$ cat config.mk
export PLATFORM = sky130hd
export DESIGN_NAME = guess_game_ctrl
export DESIGN_NICKNAME = d
export VERILOG_FILES = /design/src/rtl/guess_game_ctrl.sv
export SDC_FILE = /design/constraint.sdc
export NUM_CORES = 1
export LEC_CHECK = 0
export ABC_CLOCK_PERIOD_IN_PS = 1600
export BUFFER_PORTS_ARGS = -buffer_cell sky130_fd_sc_hd__buf_4
export CORE_MARGIN = 8
export CORE_UTILIZATION = 44
export CTS_CLUSTER_SIZE = 10
export DETAILED_ROUTE_END_ITERATION = 7
export GPL_TIMING_DRIVEN = 0
export PLACE_DENSITY = 0.71
export SLEW_MARGIN = 15
export SYNTH_ARGS = -nofsm -noshare
export SYNTH_HDL_FRONTEND = slang
export SYNTH_SLANG_ARGS = --single-unit
export TNS_END_PERCENT = 5
$ cat constraint.sdc
create_clock -name clk_i -period 1.6 [get_ports clk_i]
set_clock_uncertainty 0.05 [all_clocks]
set_input_delay 0.24 -clock clk_i [delete_from_list [all_inputs] [get_ports clk_i]]
set_output_delay 0.24 -clock clk_i [all_outputs]
set_load 0.03 [all_outputs]
$ cat src/rtl/guess_game_ctrl.sv
// guess_game_ctrl: control FSM for the number-guessing datapath.
// The first enter captures the secret number (ld_actual with ld_guess). Each later enter
// loads a guess. The FSM then latches the comparator result and counts the attempt. The
// game ends on a win, or when MAX_ATTEMPTS is reached (MAX_ATTEMPTS=0 means no limit).
//
// Ports:
//   clk_i        system clock, rising edge
//   rst_ni       asynchronous active-low reset
//   enter_i      debounced guess-submit level; only its rising edge advances the FSM
//   cmp_gt_i     datapath: guess > actual
//   cmp_lt_i     datapath: guess < actual
//   cmp_eq_i     datapath: guess == actual
//   ld_actual_o  one-cycle pulse, copy counter into actual register
//   ld_guess_o   one-cycle pulse, copy switches into guess register
//   dp_over_o    last latched result: guess too high
//   dp_under_o   last latched result: guess too low
//   dp_equal_o   last latched result: guess correct
//   attempts_o   completed comparisons this game (saturating)
//   game_over_o  high in win or lose
//   lose_o       high in lose only
//   err_o        sticky: comparator flags were not one-hot when sampled
module guess_game_ctrl #(
    parameter int unsigned MAX_ATTEMPTS = 8,
    parameter int unsigned CNT_W        = 4
) (
    input  logic             clk_i,
    input  logic             rst_ni,
    input  logic             enter_i,
    input  logic             cmp_gt_i,
    input  logic             cmp_lt_i,
    input  logic             cmp_eq_i,
    output logic             ld_actual_o,
    output logic             ld_guess_o,
    output logic             dp_over_o,
    output logic             dp_under_o,
    output logic             dp_equal_o,
    output logic [CNT_W-1:0] attempts_o,
    output logic             game_over_o,
    output logic             lose_o,
    output logic             err_o
);

    typedef enum logic [2:0] {
        StInit  = 3'd0,
        StLoad  = 3'd1,
        StGuess = 3'd2,
        StCmp   = 3'd3,
        StWait  = 3'd4,
        StWin   = 3'd5,
        StLose  = 3'd6
    } state_e;

    localparam logic [CNT_W:0]   MaxCnt = (CNT_W + 1)'(MAX_ATTEMPTS);
    localparam logic [CNT_W-1:0] SatCnt = '1;

    state_e           state_q, state_d;
    logic             enter_q;
    logic             over_q, over_d;
    logic             under_q, under_d;
    logic             equal_q, equal_d;
    logic [CNT_W-1:0] attempts_q, attempts_d;
    logic             err_q, err_d;

    logic             rise;
    logic [2:0]       flags;
    logic             flags_onehot;
    logic [CNT_W:0]   att_inc;
    logic [CNT_W-1:0] att_next;
    logic             hit_max;

    assign rise         = enter_i & ~enter_q;
    assign flags        = {cmp_gt_i, cmp_lt_i, cmp_eq_i};
    assign flags_onehot = (flags == 3'b100) || (flags == 3'b010) || (flags == 3'b001);
    // One bit wider so the limit compare cannot alias when the counter is full.
    assign att_inc      = {1'b0, attempts_q} + {{CNT_W{1'b0}}, 1'b1};
    assign att_next     = (attempts_q == SatCnt) ? attempts_q : att_inc[CNT_W-1:0];
    assign hit_max      = (MAX_ATTEMPTS != 0) && (att_inc == MaxCnt);

    always_comb begin
        state_d     = state_q;
        over_d      = over_q;
        under_d     = under_q;
        equal_d     = equal_q;
        attempts_d  = attempts_q;
        err_d       = err_q;
        ld_actual_o = 1'b0;
        ld_guess_o  = 1'b0;
        case (state_q)
            StInit: begin
                if (rise) state_d = StLoad;
            end
            StLoad: begin
                ld_actual_o = 1'b1;
                ld_guess_o  = 1'b1;
                state_d     = StCmp;
            end
            StGuess: begin
                ld_guess_o = 1'b1;
                state_d    = StCmp;
            end
            StCmp: begin
                if (flags_onehot) begin
                    over_d     = cmp_gt_i;
                    under_d    = cmp_lt_i;
                    equal_d    = cmp_eq_i;
                    attempts_d = att_next;
                    if (cmp_eq_i)     state_d = StWin;
                    else if (hit_max) state_d = StLose;
                    else              state_d = StWait;
                end else begin
                    // Bad compare: flag it and let the player re-enter the same guess.
                    err_d   = 1'b1;
                    state_d = StWait;
                end
            end
            StWait: begin
                if (rise) state_d = StGuess;
            end
            StWin, StLose: begin
                state_d = state_q;
            end
            default: begin
                state_d = StInit;
            end
        endcase
    end

    always_ff @(posedge clk_i or negedge rst_ni) begin
        if (!rst_ni) begin
            state_q    <= StInit;
            enter_q    <= 1'b0;
            over_q     <= 1'b0;
            under_q    <= 1'b0;
            equal_q    <= 1'b0;
            attempts_q <= '0;
            err_q      <= 1'b0;
        end else begin
            state_q    <= state_d;
            enter_q    <= enter_i;
            over_q     <= over_d;
            under_q    <= under_d;
            equal_q    <= equal_d;
            attempts_q <= attempts_d;
            err_q      <= err_d;
        end
    end

    assign dp_over_o   = over_q;
    assign dp_under_o  = under_q;
    assign dp_equal_o  = equal_q;
    assign attempts_o  = attempts_q;
    assign err_o       = err_q;
    assign game_over_o = (state_q == StWin) || (state_q == StLose);
    assign lose_o      = (state_q == StLose);

endmodule
==> results.md, run 1 <==
Outcome:
- The flow ran to the end, and the final reports show no timing, DRC or antenna violations.

Timing:
- Setup total negative slack on the finished layout was measured at 0 ns.
- The worst path in the final design needs a cycle of 1.56 ns, including I/O delays and setup.
- The number of max-slew violations in the final report was 0.
- Setup violations remaining at the end of the flow were counted as 0.
- Setup repair after global routing could not meet its margin everywhere.
- The worst path uses 97.6% of the clock period.
- The peak clock frequency supported by timing is 641 MHz.
- For the pin with the worst max-slew slack, the measured transition is 0.269 ns.
- Measured against its own limit, the worst slew margin works out to 81.9%.
- The number of hold violations in the final report is 0.

Routing:
- The first TritonRoute pass finished after 4 iterations.
- The average wire length per cell after detail routing is 13.0 um.
- The per-cell via count in the routed design is 5.18.
- The remaining routing DRC violations is 0.
- The starting DRC count in detailed routing is 5.
- The detail route stage leaves a number of antenna-violating nets equal to 0.
- The total via count after detailed routing is 554.
- For this block, the routed nets add up to 1390 um of wire.

Global routing:
- The pin count of the biggest net entering global routing is 13.
- The first global-routing pass estimated 2140 um of wire.
- The total congestion overflow after global routing is 0.
- The number of global-route vias before repair is 492.
- The total global routing track utilization is 9.73%.
- The number of antenna violations at the first check in global routing is 0.

Die:
- In this run the horizontal extent of the chip is 54.9 um.
- In this run the standard cell core region covers 0.00145 mm^2.
- The die covers 0.00301 mm^2.
- The initial core utilization is 45.7%.
- The die is 54.9 um tall.
- The number of ports placed on the die boundary is 18.
- The number of rows in the core area is 14.

Power:
- The maximum vdd drop is 1.26 mV.
- The overall power is 2.06 mW.
- In this run the power density over the cells is 2170 mW/mm^2.
- The total leakage power is 0.449 nW.

Clocking:
- CTS built an H-tree with a depth of 1.
- The total clock buffers created by CTS is 3.
- The post-CTS clock slew at the launch and capture registers of the worst setup and hold paths is 0.08 ns.
- Clock tree synthesis found a total of 12 sinks.
- For the worst-skew pair, the clock arrives at the later sink with an insertion delay of 0.27 ns.
- Counting along the longest clock path gives a buffer depth of 2.
- The tree is rooted in a sky130_fd_sc_hd__clkbuf_4.
- The TritonCTS clock tree is built.

Logic synthesis:
- The dominant cell type by area after synthesis is sky130_fd_sc_hd__dfrtp_1.
- Synthesis produced 62 cells.
- The adder-cell area share of the yosys netlist is 3.77%.
- The register bit count reported by yosys is 12.
- In the synthesized netlist the dominant register cell turns out to be sky130_fd_sc_hd__dfrtp_1.
- The synthesized netlist devotes 20.2% of its cell area to simple gates.
- For this run, asynchronously set or reset flops after synthesis account for 100%.
- Of the total synthesized cell area, the portion taken by XOR and XNOR cells is 6.59%.
- The commonest cells after synthesis are sky130_fd_sc_hd__dfrtp_1 (12), sky130_fd_sc_hd__a21oi_1 (4), sky130_fd_sc_hd__nand2_1 (4).
- The synthesized netlist devotes 16.6% of its cell area to compound gates.
- The average footprint of a synthesized cell is 10.7 um^2.
- Sequential cells were found to cover 45.2% of the synthesized design area.
- The mux cell area share after synthesis is 5.08%.
- By area, the combinational part of the netlist is dominated by simple AND/OR/NAND/NOR gates.
- The share of synthesized area in the top cell type comes to 45.2%.
- The net count after synthesis is 70.
- The synthesized netlist occupies a cell area of 664 um^2.
- By area the synthesized netlist is led by sky130_fd_sc_hd__dfrtp_1 (45%), sky130_fd_sc_hd__mux2_2 (5.1%), sky130_fd_sc_hd__xor2_1 (4.0%).
- In this run, synthesis inferred 0 flip-flops with an integrated enable.
- After synthesis, the netlist uses 29 different library cells.
- The leading cell type by number of instances after synthesis is sky130_fd_sc_hd__dfrtp_1.
- For this run, the number of Yosys warnings is 0.

Worst setup path:
- Data on the critical path is required at its endpoint by 1.31 ns.
- The critical path start-end classification is register to output port.
- The worst setup path is launched from a register.
- For flop-to-flop paths, the worst setup slack is 0.05 ns.
- The largest single stage delay on the critical path is 0.38 ns.
- Along the worst path, the maximum fanout reaches 4.
- The number of buffers and inverters on the critical path is 2.
- The cell count of the worst reg-to-reg path is 4.
- The critical path goes through buf_6 -> xor2_4 -> and2_1 -> buf_6.
- The worst-path cell with the longest stage delay is sky130_fd_sc_hd__dfrtp_1.
- The startpoint identified for the worst register-to-register timing path is state_q[2].
- The cell seen most often among critical-path stages is sky130_fd_sc_hd__buf_6.
- The reg-to-reg critical path endpoint is attempts_o[1].
- On the critical path the largest part of the delay comes from flip-flops.
- STA classifies the critical path endpoint as an output port.
- The arrival time reported for the critical path endpoint is 1.27 ns.

Place:
- Input and output buffers added on the ports amount to 17.
- The post-DP HPWL is 955 um.
- The congestion estimate from routability-driven global placement came to 0.716.

Cells and area:
- The layout has 140 filler cells.
- The area growth from synthesis to layout is 42.9%.
- At the end of the flow, the number of nets in the layout was 100.
- The utilization after layout is 65.3%.
- In the final layout, the share of cells above drive strength 1 is 46.2%.
- The diode insertion count for antenna repair is 0.

Job:
- Max-cap violations in this run came to 0.

Worst hold path:
- The hold path startpoint is enter_i.
- The path type of the worst min-delay path is primary input to register.
- For hold timing, the worst endpoint is enter_q.
- The worst hold path depth is 1.
per-stage QoR:
step	instances	area, um^2	worst slack [ns]	hold slack (ns)
detailed placement	95	826	-0.0766	0.0387
CTS	102	893	0.0148	0.0280
finish	107	950	0.0388	0.0318
global route	107	950	-0.0252	0.0136
global placement	95	826	-0.0590	0.0383
floorplan	62	678	0.00128	-0.106
metal layers:
metal | vias up | track usage, % | wire (um)
met1 | 256 | 12.9 | 637
met5 | - | 0 | 0
met4 | 0 | 4.92 | 12
met2 | 15 | 13.4 | 646
met3 | 2 | 3.53 | 94
li1 | 281 | - | -
where the power goes:
part	leakage, nW	switching [mW]	total [mW]	internal [mW]
Sequential	0.136	0.148	0.582	0.435
Clock	0.0210	0.0984	0.237	0.138
Combinational	0.292	0.646	1.24	0.597
cell usage in the layout, fill, tap and decap left out, types with 2 or more instances in the layout:
master                     count
sky130_fd_sc_hd__nor2b_1       2
sky130_fd_sc_hd__o21ai_0       3
sky130_fd_sc_hd__xnor2_1       2
sky130_fd_sc_hd__nor2_1        3
sky130_fd_sc_hd__nand2_1       4
sky130_fd_sc_hd__buf_4        24
sky130_fd_sc_hd__dfrtp_1      10
sky130_fd_sc_hd__dfrtp_2       2
sky130_fd_sc_hd__nand3_1       3
sky130_fd_sc_hd__buf_6         2
sky130_fd_sc_hd__mux2_2        3
sky130_fd_sc_hd__inv_1         2
sky130_fd_sc_hd__ha_1          2
sky130_fd_sc_hd__clkbuf_4      3
sky130_fd_sc_hd__xor2_1        2
sky130_fd_sc_hd__a21oi_1       4
sky130_fd_sc_hd__nor3_1        3
logic make-up (layout without fill, tap and decap cells):
group                    after synthesis  in the layout
adder cells (fa/ha/maj)                2              2
flip-flops                            12             12
AO/OA/AOI/OAI                         15             15
multiplexers                           3              3
buffers and inverters                  4             33
XOR/XNOR                               5              5
AND/OR/NAND/NOR                       21             21
final cells by class:
type	count	area (um^2)	share of cell area, %
repair buffers	26	201	21.2
clock buffers	4	36.3	3.82
well taps	16	20.0	2.11
plain buffers	1	11.3	1.19
flip-flops and latches	12	303	31.9
inverters	2	7.51	0.791
multi-input cells	46	370	39.0
how the worst max path moves through the flow:
stage               depth (start not counted)        from       endpoint  slack, ns
finish                                      4  state_q[0]    game_over_o       0.04
global route                                4  state_q[0]    game_over_o      -0.03
CTS                                         4  state_q[2]  attempts_o[1]       0.01
detailed placement                          5  state_q[2]  attempts_o[1]      -0.08
global placement                            5  state_q[2]  attempts_o[1]      -0.06
floorplan                                   5  state_q[2]  attempts_o[1]      0.001
state kept, by name, summed over array words and instances, names as in the netlist:
signal,cells
enter_q,1
state_q,3
dp_under_o,1
attempts_o,4
err_o,1
dp_equal_o,1
dp_over_o,1
what timing repair did:
action,in CTS,in global routing
pin swaps,1,1
hold buffers,1,0
endpoints found under the hold margin,12,0
resized for setup,4,3
buffers inserted,3,5
endpoints found under the setup margin,4,6
Power figures use the tool's default switching activity.
==> inputs of run 2 (changes only) <==
--- a/config.mk
+++ b/config.mk
@@ -7,7 +7,7 @@
 export LEC_CHECK = 0
 export ABC_CLOCK_PERIOD_IN_PS = 1600
 export BUFFER_PORTS_ARGS = -buffer_cell sky130_fd_sc_hd__buf_4
-export CORE_MARGIN = 8
+export CORE_MARGIN = 4
 export CORE_UTILIZATION = 44
 export CTS_CLUSTER_SIZE = 10
 export DETAILED_ROUTE_END_ITERATION = 7
==> results.md, run 2 (synthesis results as in run 1) <==
Timing:
- The final critical-path share of the clock period is 98.5%.
- The number of hold violations in the final report came to 0.
- For this run, the top clock speed supported by timing is 634 MHz.
- The number of max-slew violations in the final report is 0.
- The worst pin sits at a relative slew slack of 81.6%.
- Setup violations remaining at the end of the flow were counted as 0.
- At the pin with the least slew margin, the transition time is 0.274 ns.
- The worst hold slack after final layout is 0.0286 ns.
- Setup repair after global routing could not meet its margin everywhere.
- The minimum clock period after layout is 1.58 ns.

Global routing:
- Entering global routing, the biggest net connects 13 pins.
- The number of global-route vias before repair is 516.
- The number of antenna violations at the first check in global routing is 0.
- After global routing the overflow that remains totals 0.
- The first global-routing pass estimated 2080 um of wire.
- The total global routing track utilization is 13.8%.

Worst setup path:
- The cell that appears most often on the critical path is sky130_fd_sc_hd__buf_6.
- The count of buffer and inverter cells on the critical path is 2.
- The delay of the slowest critical-path stage is 0.38 ns.
- The capturing element type of the critical path is an output port.
- The critical path start-end classification is register to output port.
- The type of element launching the critical path is a register.
- Traced cell by cell, the critical path runs through buf_6 -> xor2_2 -> nor2b_2 -> buf_6.
- The arrival time reported for the critical path endpoint is 1.29 ns.
- Grouping stages by cell kind, the critical path spends the most delay in flip-flops.
- The largest fanout on the critical path is 8.
- STA puts the critical path data required time at 1.31 ns.
- The worst-path cell with the longest stage delay is sky130_fd_sc_hd__dfrtp_1.

Cells and area:
- The number of nets in the layout is 97.
- In the layout the commonest cells are sky130_fd_sc_hd__buf_4 (20), sky130_fd_sc_hd__dfrtp_1 (10), sky130_fd_sc_hd__a21oi_1 (4), sky130_fd_sc_hd__nand2_1 (4).
- The count of fill cells added during filler insertion is 123.
- The number of antenna diodes in the final layout is 0.
- The area growth from synthesis to layout is 36.5%.
- The layout cell share with drive strength beyond 1 is 44.8%.
- The register with the most flip-flops in the layout has 4 of them.
- The most frequent standard cell in the layout excluding fill and tap cells is sky130_fd_sc_hd__buf_4.
- The finished layout holds 102 standard cells, fillers aside.

Clocking:
- The post-CTS clock slew at the launch and capture registers of the worst setup and hold paths is 0.07 ns.
- In this run the clock root is driven by a sky130_fd_sc_hd__clkbuf_4.
- The longest clock path from root to sink contains 2 buffers.
- The total clock buffers created by CTS is 3.
- For the worst-skew pair, the clock arrives at the later sink with an insertion delay of 0.27 ns.
- The TritonCTS clock tree is built.
- The maximum level of the CTS H-tree is 1.
- The CTS sink count is 12.

Place:
- The number of instances in the placed design is 94.
- The count of input and output buffers is 17.
- The routability congestion estimate from global placement is 0.758.
- After legalization and detailed placement, the total HPWL measured 890 um.

Routing:
- The detailed router finished its first iteration with 5 violations.
- The detailed router placed 553 vias in this run.
- The per-cell via count in the routed design is 5.42.
- The detail route stage leaves a number of antenna-violating nets equal to 0.
- Wires add up to 1290 um.
- In the final routed layout, each cell accounts on average for 12.6 um.
- In the routed design, unresolved DRC markers number 0.
- The first detailed-routing pass took 4 iterations.

Die:
- The die covers 0.00220 mm^2.
- The initial core utilization is 48.6%.
- The number of rows in the core area is 13.
- During I/O placement, the number of pins put on the boundary was 18.
- The die is 46.9 um wide.
- The area of the core region is 0.00137 mm^2.
- In this run the vertical extent of the chip is 46.9 um.

Worst hold path:
- The worst hold path belongs to the class primary input to register.

Power:
- The power density over the cells is 2170 mW/mm^2.
- The maximum vdd drop is 1.21 mV.
- The total leakage power is 0.427 nW.
- Overall power consumption after layout is estimated at 1.96 mW.

Job:
- The max capacitance violation total is 0.

Outcome:
- The flow ran to the end, and the final reports show no timing, DRC or antenna violations.
run 2: changes by cell type in the layout (fill, tap and decap cells not counted), sizes merged:
cell | previous run | this run
buf | 26 | 23
clkbuf | 4 | 3
run 2: timing repair:
item | CTS | global route
endpoints found under the hold margin | 12 | 0
setup buffers | 3 | 2
hold buffers | 1 | 0
endpoints found under the setup margin | 4 | 6
pin swaps | 1 | 1
resized for setup | 4 | 4
run 2: worst reg2reg max path, cell delays in order, from the launching register on:
cell	delay (ns)
sky130_fd_sc_hd__dfrtp_2	0.43
sky130_fd_sc_hd__nand3b_4	0.17
sky130_fd_sc_hd__a211o_4	0.34
sky130_fd_sc_hd__nor2b_4	0.12
sky130_fd_sc_hd__mux2_2	0.33
run 2: per-layer routing:
layer,routed length (um),GRT usage [%],vias to the layer above
met1,550,16.0,263
li1,-,-,268
met5,0,0,-
met2,609,22.0,20
met3,119,5.75,2
met4,10,6.63,0
run 2: final timing paths:
| check | cells after the start | endpoint | slack (ns) | from |
|---|---|---|---|---|
| min in group asynchronous | 2 | state_q[2] | 0.29 | rst_ni |
| max in group asynchronous | 2 | state_q[1] | 1.05 | rst_ni |
| worst min-delay path | 1 | enter_q | 0.03 | enter_i |
| worst max register to register | 4 | attempts_o[1] | 0.05 | state_q[2] |
| worst max-delay path | 4 | ld_guess_o | 0.02 | state_q[0] |
| worst min register to register | 1 | err_o | 0.44 | err_o |
run 2: area by class of cell:
class / count / area, um^2 / area share (%)
repair buffers: 23 / 183 / 20.1
flip-flops and latches: 12 / 303 / 33.4
well taps: 15 / 18.8 / 2.07
clock buffers: 3 / 22.5 / 2.48
inverters: 2 / 7.51 / 0.828
multi-input cells: 46 / 362 / 39.9
plain buffers: 1 / 11.3 / 1.24
run 2: power breakdown:
| part | internal (mW) | switching (mW) |
|---|---|---|
| logic | 0.574 | 0.629 |
| registers | 0.435 | 0.146 |
| clock network | 0.0872 | 0.0947 |
| total | 1.10 | 0.869 |
run 2: metrics by stage:
step | setup WS [ns] | instance area [um^2] | utilization [%] | TNS (ns)
after floorplan | 0.00128 | 678 | - | 0
after global placement | -0.0618 | 825 | 60.3 | -0.0618
after detailed placement | -0.0728 | 825 | 60.3 | -0.0728
after CTS | 0.00511 | 878 | 64.3 | 0
after global routing | -0.0365 | 907 | 66.4 | -0.0462
final | 0.0235 | 907 | 66.4 | 0
==> inputs of run 3 (changes only) <==
==> constraint.sdc (replaced) <==
create_clock -name clk_i -period 1.6 [get_ports clk_i]
set_clock_uncertainty 0.05 [all_clocks]
set_input_delay 0.32 -clock clk_i [delete_from_list [all_inputs] [get_ports clk_i]]
set_output_delay 0.32 -clock clk_i [all_outputs]
set_load 0.03 [all_outputs]
==> results.md, run 3 (synthesis results as in run 1) <==
Cells and area:
- The library cell used most frequently in the layout, excluding fill and tap cells, is sky130_fd_sc_hd__buf_4.
- After filler insertion, the fill cell instance count of the layout stands at 104.
- Summing all multi-input logic gate instances after layout gives 384 um^2.
- The layout cell share with drive strength beyond 1 is 47.8%.
- The number of antenna diodes in the final layout is 0.
- Measured on the finished design, the core utilization comes to 71.2%.
- The top cell types in the final layout, fill and taps aside, are sky130_fd_sc_hd__buf_4 (20), sky130_fd_sc_hd__dfrtp_1 (10), sky130_fd_sc_hd__buf_6 (5).
- Registers take 303 um^2.
- The number of nets in the layout is 100.
- The finished cells cover 972 um^2.
- The area growth from synthesis to layout is 46.3%.
- The flip-flop count of the largest register after layout is 4.

Timing:
- In the post-route analysis, the smallest setup slack over all paths is -0.0131 ns.
- The worst-case headroom to the max-slew limit is 79.1%.
- For this run, the top clock speed supported by timing is 620 MHz.
- The measured slew at the worst slew-check pin is 0.311 ns.
- Setup repair after global routing could not meet its margin everywhere.
- The final critical-path share of the clock period is 101%.
- The number of setup violations in the final report is 2.
- The routed design could run at a clock period as short as 1.61 ns.
- The number of hold violations in the final report is 0.
- The number of max-slew violations in the final report is 0.

Worst setup path:
- The capturing element type of the critical path is an output port.
- Counting cells, the worst reg-to-reg path comes to 4.
- For this design, the slowest cell found on the critical path is sky130_fd_sc_hd__dfrtp_2.
- The arrival time reported for the critical path endpoint is 1.24 ns.
- The critical path launch point is state_q[1].
- The critical path in this run is classified as register to output port.
- The worst-case register-to-register setup slack is 0.03 ns.
- The startpoint identified for the worst register-to-register timing path is state_q[2].
- The largest fanout on the critical path is 3.
- The type of element launching the critical path is a register.
- The reg-to-reg critical path endpoint is attempts_o[1].
- The largest single stage delay on the critical path is 0.47 ns.
- Traced cell by cell, the critical path runs through nand2b_1 -> nor2_1 -> buf_4.
- The data required time at the worst endpoint is 1.23 ns.

Die:
- The number of rows in the core area is 13.
- The die is 46.9 um tall.
- The die outline area is 0.00220 mm^2.
- The floorplan step set the die width to 46.9 um.
- The area of the core region is 0.00137 mm^2.
- The number of ports placed on the die boundary is 18.
- Once the floorplan was initialized, standard cells occupied 48.6% of the core.

Global routing:
- The number of global-route vias before repair is 578.
- The total global routing track utilization is 15.1%.
- The first global-routing pass estimated 2300 um of wire.
- Entering global routing, the biggest net connects 13 pins.
- The number of antenna violations at the first check in global routing came to 0.
- After global routing the overflow that remains totals 0.

Worst hold path:
- For hold timing, the worst endpoint is enter_q.
- The hold path startpoint is enter_i.
- The worst hold path depth is 1.
- The path type of the worst min-delay path is primary input to register.

Clocking:
- The clock passes through at most 2 buffers.
- The post-CTS clock slew at the launch and capture registers of the worst setup and hold paths is 0.07 ns.
- TritonCTS built the clock tree.
- The tree is rooted in a sky130_fd_sc_hd__clkbuf_4.
- CTS built an H-tree with a depth of 1.
- The total clock buffers created by CTS is 3.
- CTS saw 12 sinks.
- For the worst-skew pair, the clock arrives at the later sink with an insertion delay of 0.28 ns.

Place:
- The post-placement cell area is 825 um^2.
- The routability congestion estimate from global placement is 0.758.
- The count of input and output buffers is 17.
- OpenSTA, run right after detailed placement, puts the worst setup slack at -0.0728 ns.
- The post-DP HPWL is 890 um.

Routing:
- The detailed router placed 575 vias in this run.
- The detail route stage leaves a number of antenna-violating nets equal to 0.
- The remaining routing DRC violations is 0.
- The per-cell via count in the routed design is 5.48.
- The routed design has 1490 um of wire.
- The starting DRC count in detailed routing is 2.
- The average wire length per cell after detail routing is 14.2 um.
- The number of search-and-repair iterations in the first detailed-routing pass is 4.

Power:
- The overall power is 2.18 mW.
- Power spread over the standard cell area amounts to 2240 mW/mm^2.
- VDD sags by at most 1.38 mV.
- For this design the static power due to leakage is 0.459 nW.

Job:
- The max capacitance violation total is 0.

Outcome:
- The checks that failed: setup timing.
- The flow ran to the end, but the final reports show violations.
[run 3: area by class of cell]
| class | count | share of cell area (%) |
|---|---|---|
| Multi-Input combinational cell | 46 | 39.5 |
| Sequential cell | 12 | 31.1 |
| Timing Repair Buffer | 26 | 23.2 |
| Clock buffer | 3 | 2.32 |
| Tap cell | 15 | 1.93 |
| Buffer | 1 | 1.16 |
| Inverter | 2 | 0.772 |
[run 3: power by group]
part | leakage, nW | switching, mW | total, mW | internal (mW)
clock | 0.0138 | 0.101 | 0.189 | 0.0873
sequential | 0.136 | 0.168 | 0.603 | 0.435
combinational | 0.309 | 0.673 | 1.39 | 0.713
total | 0.459 | 0.942 | 2.18 | 1.24
[run 3: repair_timing]
| action | CTS | global route |
|---|---|---|
| setup endpoints to repair | 4 | 6 |
| pin swaps | 1 | 1 |
| setup buffers | 8 | 0 |
| hold endpoints to repair | 12 | 0 |
| gates resized for setup | 6 | 8 |
| hold buffers | 1 | 0 |
[run 3: metrics by stage]
stage	hold WS, ns	setup TNS (ns)	cells
5_1_grt	0.0871	-0.212	105
6_report	0.104	-0.0238	105
3_3_place_gp	0.116	-0.0618	94
4_1_cts	0.0973	-0.0332	105
3_5_place_dp	0.117	-0.0728	94
2_1_floorplan	-0.0256	0	62
[run 3: routing by layer]
layer	GRT usage, %	share of wire, %
met1	16.0	40
met2	26.3	52
met3	5.75	6.9
met4	7.18	0.94
met5	0	0
[run 3: worst max path at each step]
stage                     slack (ns)  depth (start not counted)       endpoint
after floorplan                0.001                          5  attempts_o[1]
after global placement         -0.06                          5  attempts_o[1]
after detailed placement       -0.07                          5  attempts_o[1]
after CTS                      -0.02                          4     ld_guess_o
after global routing           -0.07                          3     ld_guess_o
final                          -0.01                          3    ld_actual_o
[run 3: critical path: cells and delay by family (launching register included)]
kind,cells,cell delay (ns)
flops,1,0.47
buf+inv,1,0.18
simple gates,2,0.32
